`config.mk`:
```
export PLATFORM = sky130hd
export DESIGN_NAME = speed_mover_flat
export DESIGN_NICKNAME = d
export VERILOG_FILES = /design/src/rtl/speed_mover_if.sv /design/src/rtl/speed_mover.sv /design/src/flat_wrapper.sv
export SDC_FILE = /design/constraint.sdc
export NUM_CORES = 1
export LEC_CHECK = 0
export CORE_MARGIN = 10
export CORE_UTILIZATION = 53
export CTS_CLUSTER_SIZE = 10
export DETAILED_ROUTE_END_ITERATION = 16
export GPL_TIMING_DRIVEN = 0
export PLACE_DENSITY = 0.89
export SLEW_MARGIN = 10
export SYNTH_ARGS = -nofsm -noshare
export SYNTH_HDL_FRONTEND = slang
export SYNTH_SLANG_ARGS = --single-unit
```
`constraint.sdc`:
```
create_clock -name clk -period 3.2 [get_ports clk]
set_input_delay 0.48 -clock clk [delete_from_list [all_inputs] [get_ports clk]]
set_output_delay 0.48 -clock clk [all_outputs]
set_load 0.01 [all_outputs]
```
`src/rtl/speed_mover_if.sv`:
```
// Bundle between the game controller and the speed mover: controls in, motion state out.
// The master drives state/speed and observes motion; the mover is the slave.
interface speed_mover_if;
  logic [1:0] state;
  logic       speed_enable;
  logic [2:0] speed;
  logic [3:0] pos;
  logic       dir;
  logic       step;
  logic       bounce;
  logic [7:0] laps;
  logic       running;

  modport master (
    output state, speed_enable, speed,
    input  pos, dir, step, bounce, laps, running
  );

  modport slave (
    input  state, speed_enable, speed,
    output pos, dir, step, bounce, laps, running
  );
endinterface

```
`src/rtl/speed_mover.sv`:
```
// Ping-pong position mover: steps pos between 0 and POS_MAX at a rate set by a
// speed level latched while idle, counting bottom bounces as laps.
module speed_mover #(
  parameter int unsigned BASE_PERIOD = 100000,
  parameter int unsigned POS_MAX     = 15
) (
  input logic          clk,
  input logic          rst_n,
  speed_mover_if.slave bus
);

  localparam int         DIV_W   = (BASE_PERIOD > 1) ? $clog2(BASE_PERIOD) : 1;
  localparam logic [3:0] POS_TOP = 4'(POS_MAX);

  localparam logic [1:0] M_IDLE  = 2'd0;
  localparam logic [1:0] M_RUN   = 2'd1;
  localparam logic [1:0] M_PAUSE = 2'd2;

  logic [1:0]       mode;
  logic [3:0]       pos_q,  pos_d;
  logic             dir_q,  dir_d;
  logic [DIV_W-1:0] div_q,  div_d;
  logic [7:0]       laps_q, laps_d;
  logic [2:0]       spd_q,  spd_d;
  logic             step_q, step_d;
  logic             bnc_q,  bnc_d;
  logic             run_q,  run_d;
  logic [31:0]      period;
  logic             move;

  // Mode is a pure decode of the upstream inputs; it is not stored.
  always_comb begin
    mode = M_IDLE;
    if (bus.state == 2'd1 && bus.speed_enable) mode = M_RUN;
    else if (bus.state == 2'd2)                mode = M_PAUSE;
  end

  // Fast speeds can shift the period to zero; clamp so we still step every cycle.
  always_comb begin
    period = BASE_PERIOD >> spd_q;
    if (period == 32'd0) period = 32'd1;
  end

  assign move = (mode == M_RUN) && (32'(div_q) == period - 32'd1);

  always_comb begin
    pos_d  = pos_q;
    dir_d  = dir_q;
    div_d  = div_q;
    laps_d = laps_q;
    spd_d  = spd_q;
    step_d = 1'b0;
    bnc_d  = 1'b0;
    run_d  = (mode == M_RUN);
    case (mode)
      M_IDLE: begin
        pos_d  = 4'd0;
        dir_d  = 1'b1;
        div_d  = '0;
        laps_d = 8'd0;
        spd_d  = bus.speed;
      end
      M_RUN: begin
        if (move) begin
          div_d  = '0;
          step_d = 1'b1;
          if (dir_q) begin
            if (pos_q == POS_TOP) begin
              pos_d = POS_TOP - 4'd1;
              dir_d = 1'b0;
              bnc_d = 1'b1;
            end else begin
              pos_d = pos_q + 4'd1;
            end
          end else begin
            if (pos_q == 4'd0) begin
              pos_d  = 4'd1;
              dir_d  = 1'b1;
              bnc_d  = 1'b1;
              laps_d = (laps_q == 8'hFF) ? laps_q : laps_q + 8'd1;
            end else begin
              pos_d = pos_q - 4'd1;
            end
          end
        end else begin
          div_d = div_q + 1'b1;
        end
      end
      default: ; // pause holds everything; pulses already default low
    endcase
  end

  always_ff @(posedge clk or negedge rst_n) begin
    if (!rst_n) begin
      pos_q  <= 4'd0;
      dir_q  <= 1'b1;
      div_q  <= '0;
      laps_q <= 8'd0;
      spd_q  <= 3'd0;
      step_q <= 1'b0;
      bnc_q  <= 1'b0;
      run_q  <= 1'b0;
    end else begin
      pos_q  <= pos_d;
      dir_q  <= dir_d;
      div_q  <= div_d;
      laps_q <= laps_d;
      spd_q  <= spd_d;
      step_q <= step_d;
      bnc_q  <= bnc_d;
      run_q  <= run_d;
    end
  end

  assign bus.pos     = pos_q;
  assign bus.dir     = dir_q;
  assign bus.step    = step_q;
  assign bus.bounce  = bnc_q;
  assign bus.laps    = laps_q;
  assign bus.running = run_q;

endmodule
```
`src/flat_wrapper.sv`:
```
// flat-port wrapper written by rule: the top's interface ports become plain ports
module speed_mover_flat 
#(
  parameter int unsigned BASE_PERIOD = 100000,
  parameter int unsigned POS_MAX     = 15
)
  (clk, rst_n, bus_state, bus_speed_enable, bus_speed, bus_pos, bus_dir, bus_step, bus_bounce, bus_laps, bus_running);
  speed_mover_if bus_i ();
  input logic clk;
  input logic rst_n;
  input wire logic [$bits(bus_i.state)-1:0] bus_state;
  input wire logic [$bits(bus_i.speed_enable)-1:0] bus_speed_enable;
  input wire logic [$bits(bus_i.speed)-1:0] bus_speed;
  output wire logic [$bits(bus_i.pos)-1:0] bus_pos;
  output wire logic [$bits(bus_i.dir)-1:0] bus_dir;
  output wire logic [$bits(bus_i.step)-1:0] bus_step;
  output wire logic [$bits(bus_i.bounce)-1:0] bus_bounce;
  output wire logic [$bits(bus_i.laps)-1:0] bus_laps;
  output wire logic [$bits(bus_i.running)-1:0] bus_running;
  assign bus_i.state = bus_state;
  assign bus_i.speed_enable = bus_speed_enable;
  assign bus_i.speed = bus_speed;
  assign bus_pos = bus_i.pos;
  assign bus_dir = bus_i.dir;
  assign bus_step = bus_i.step;
  assign bus_bounce = bus_i.bounce;
  assign bus_laps = bus_i.laps;
  assign bus_running = bus_i.running;
  speed_mover #(.BASE_PERIOD(BASE_PERIOD), .POS_MAX(POS_MAX)) u_core (.clk(clk), .rst_n(rst_n), .bus(bus_i));
endmodule
```
==> results.tsv <==
stage	metric	value	unit
worst_setup_path	Worst Path Required	3.42	ns
worst_setup_path	Critical Path Sink Type	flop	
clock_tree	Max H-tree Level	2	
synthesis	largest family of logic cells by synthesized area	simple AND/OR/NAND/NOR gates	
synthesis	Gate Count Post-Synth	306	
global_routing	first-pass GRT wire length	11500	microns
finish	Layout area overhead	22.3	%
place	Placed Instances	399	
synthesis	mux cell area share after synthesis	4.38	%
clock_tree	CTS tree	done	
synthesis	Post-Synth XOR/XNOR Area	11.1	%
worst_setup_path	r2r endpoint	u_core.bus.laps[4]	
timing	Hold Fails Final Rpt	0	
route	Vias	2478	
timing	final setup vio count	0	
status	outcome	finished clean	
die	top-level I/O count	24	
worst_setup_path	crit path launch type	flop	
route	Routed WL per cell	16.8	microns
route	# DRC	0	
clock_tree	clock buffer count from CTS	5	
timing	fmax	324	MHz
synthesis	ys async rst share	100	%
finish	share of cells above drive strength 1	20.7	%
timing	worst slew pin tran	0.796	ns
clock_tree	Root Driver	clkbuf_8	
worst_setup_path	r2r worst-path depth	13	
global_routing	initial antenna violation count	0	
synthesis	syn nets	332	
timing	Slew headroom	46.9	%
finish	commonest cells after routing, fill and taps aside	dfrtp_1, nand2_1, nand3_1	
die	Initial Util	55.1	%
synthesis	synthesis-stage register bit count	36	
synthesis	synthesized area per cell	9.25	sq um
clock_tree	Worst-path clk slew	0.08	ns
global_routing	GRT Total Usage	16.0	%
worst_setup_path	r2r setup slk	0.12	ns
place	Post-DP Area	0.00314	sq mm
die	Die ar.	0.00866	sq mm
worst_setup_path	FF-to-FF Start	u_core.spd_q[2]	
finish	commonest non-fill, non-tap cell in the layout	dfrtp_1	
synthesis	Synth Area in Compound Gates	11.6	%
synthesis	Most used DFF post-synth	dfrtp_1	
die	Die Ht	93.1	microns
timing	Clock Skew	0.0134	ns
synthesis	Post-synth EDFFs	0	
synthesis	sequential-to-total area share from yosys stat	31.9	%
finish	Layout Nets	378	
synthesis	Post-Synthesis Cell Area	0.00283	sq mm
route	Starting DRT DRC Count	156	
synthesis	post-synthesis adder-cell area fraction	7.96	%
clock_tree	worst-case clock buffer depth	2	
timing	Setup TNS	0	ns
finish	Storage cell area	905	sq um
timing	crit share post-route	96.4	%
finish	area of the multi-input gates	0.00186	sq mm
place	GP Congestion	0.895	
worst_setup_path	crit path DAT	3.30	ns
route	First-pass DRT Iterations	5	
worst_hold_path	Hold WC Path Type	in2async	
global_routing	vias in the first global route	2389	
job	max-cap violation count	0	
synthesis	Yosys warning count	0	
synthesis	area share of and/or/nand/nor cells after synthesis	27.1	%
route	Post-DRT Antenna Nets	0	
worst_setup_path	CP startpoint	u_core.spd_q[2]	
power	Leakage	1.37	nW
synthesis	top cells by area, synth	dfrtp_1, ha_1, xnor2_1	
global_routing	Remaining Overflow, GRT	0	
place	I/O Buffers	23	
route	final WL	7110	microns
finish	design area	0.00346	sq mm
synthesis	count of cell types in the netlist	58	
finish	FILL cells	389	
synthesis	biggest area consumer among synthesized cells	dfrtp_1	
synthesis	post-synth top area share	30.9	%
place	DPL Wire Length	5100	microns
worst_setup_path	CP max FO	10	
finish	ANT cells	0	
route	drt via density	5.86	
power	VDD IR-drop max	217	uV
clock_tree	Clk Latency, worst-skew pair	0.29	ns
power	PD cells	337	mW/mm^2
die	die span in x	93.1	microns
finish	Final Non-Filler Cells	423	
die	core area	0.00514	sq mm
die	num rows	26	
clock_tree	Num Clock Sinks	36	
timing	Slew Limit Fails	0	
worst_setup_path	crit path kind	reg2reg	
timing	clock period minus final worst setup slack	3.08	ns
global_routing	largest net degree at the start of global routing	37	
what timing repair did:
item | 4_1_cts | 5_1_grt
setup endpoints to repair | 28 | 27
pin swaps | 2 | 10
hold buffers | 0 | 0
hold endpoints to repair | 0 | 0
setup buffers | 4 | 12
resized for setup | 13 | 14
where the power goes:
group          total [W]  switching, W  internal (W)  leakage [nW]
Combinational   0.000381      0.000209      0.000171         0.828
Sequential      0.000468    0.00000731      0.000461         0.490
Clock           0.000318      0.000166      0.000152        0.0479
cells by family after synthesis:
kind of cell | Yosys count
XOR/XNOR | 36
adder cells (fa/ha/maj) | 18
AND/OR/NAND/NOR | 133
multiplexers | 12
buffers and inverters | 27
flip-flops | 36
AO/OA/AOI/OAI | 44
how the worst max path moves through the flow:
stage,end,cells past startpoint
2_1_floorplan,u_core.bus.laps[5],13
3_3_place_gp,u_core.div_q[5],12
3_5_place_dp,u_core.div_q[6],12
4_1_cts,u_core.bus.laps[4],13
5_1_grt,u_core.bus.laps[2],11
6_report,u_core.bus.laps[4],13
per-stage QoR:
stage	power (W)	hold WS, ns	utilization (%)	worst slack (ns)
after global routing	0.00122	0.346	67.3	-0.0426
after detailed placement	0.000771	0.526	61.1	-0.287
after floorplan	0.000701	0.184	-	0.234
final	0.00117	0.281	67.3	0.116
after CTS	0.00112	0.307	64.5	0.0110
after global placement	0.000763	0.523	61.2	-0.155
synth_stat cells (7+ instances only):
| cell type | instances |
|---|---|
| nor2_4 | 10 |
| xnor2_1 | 19 |
| xor2_1 | 17 |
| ha_1 | 18 |
| a21oi_1 | 7 |
| dfrtp_1 | 35 |
| mux2i_1 | 9 |
| nand3_1 | 23 |
| nor2_1 | 19 |
| nand2b_1 | 7 |
| inv_1 | 15 |
| nand4_1 | 13 |
| o21ai_0 | 9 |
| nand2_1 | 23 |
layout make-up:
type | count | share of cell area [%]
multi-input combinational | 243 | 53.6
timing repair buffer | 39 | 9.98
sequential | 36 | 26.1
inverter | 15 | 1.84
clock inverter | 3 | 0.542
clock buffer | 5 | 1.99
tap | 70 | 2.53
buffer | 12 | 3.36
registers in the layout (all words and copies together), names as in the netlist:
register and count:
u_core.spd_q 3, u_core.bus.pos 4, u_core.bus.laps 8, u_core.bus.bounce 1, u_core.bus.step 1, u_core.bus.dir 1
u_core.div_q 17, u_core.bus.running 1
critical path, cell delays in order, from the launching register on:
cell,delay (ns)
dfrtp_1,0.39
buf_6,0.13
buf_12,0.10
clkinvlp_4,0.10
buf_4,0.17
ha_2,0.20
a311oi_2,0.33
nor4b_2,0.12
nor4_2,0.28
nand2_1,0.10
or3_4,0.44
buf_6,0.16
or4_1,0.39
nand3_1,0.10
routing by layer:
layer,track usage (%),share of wire (%)
met1,19.2,42
met2,27.4,50
met3,3.68,5.5
met4,5.27,2.3
met5,0,0
(Power assumes the default switching activity.)
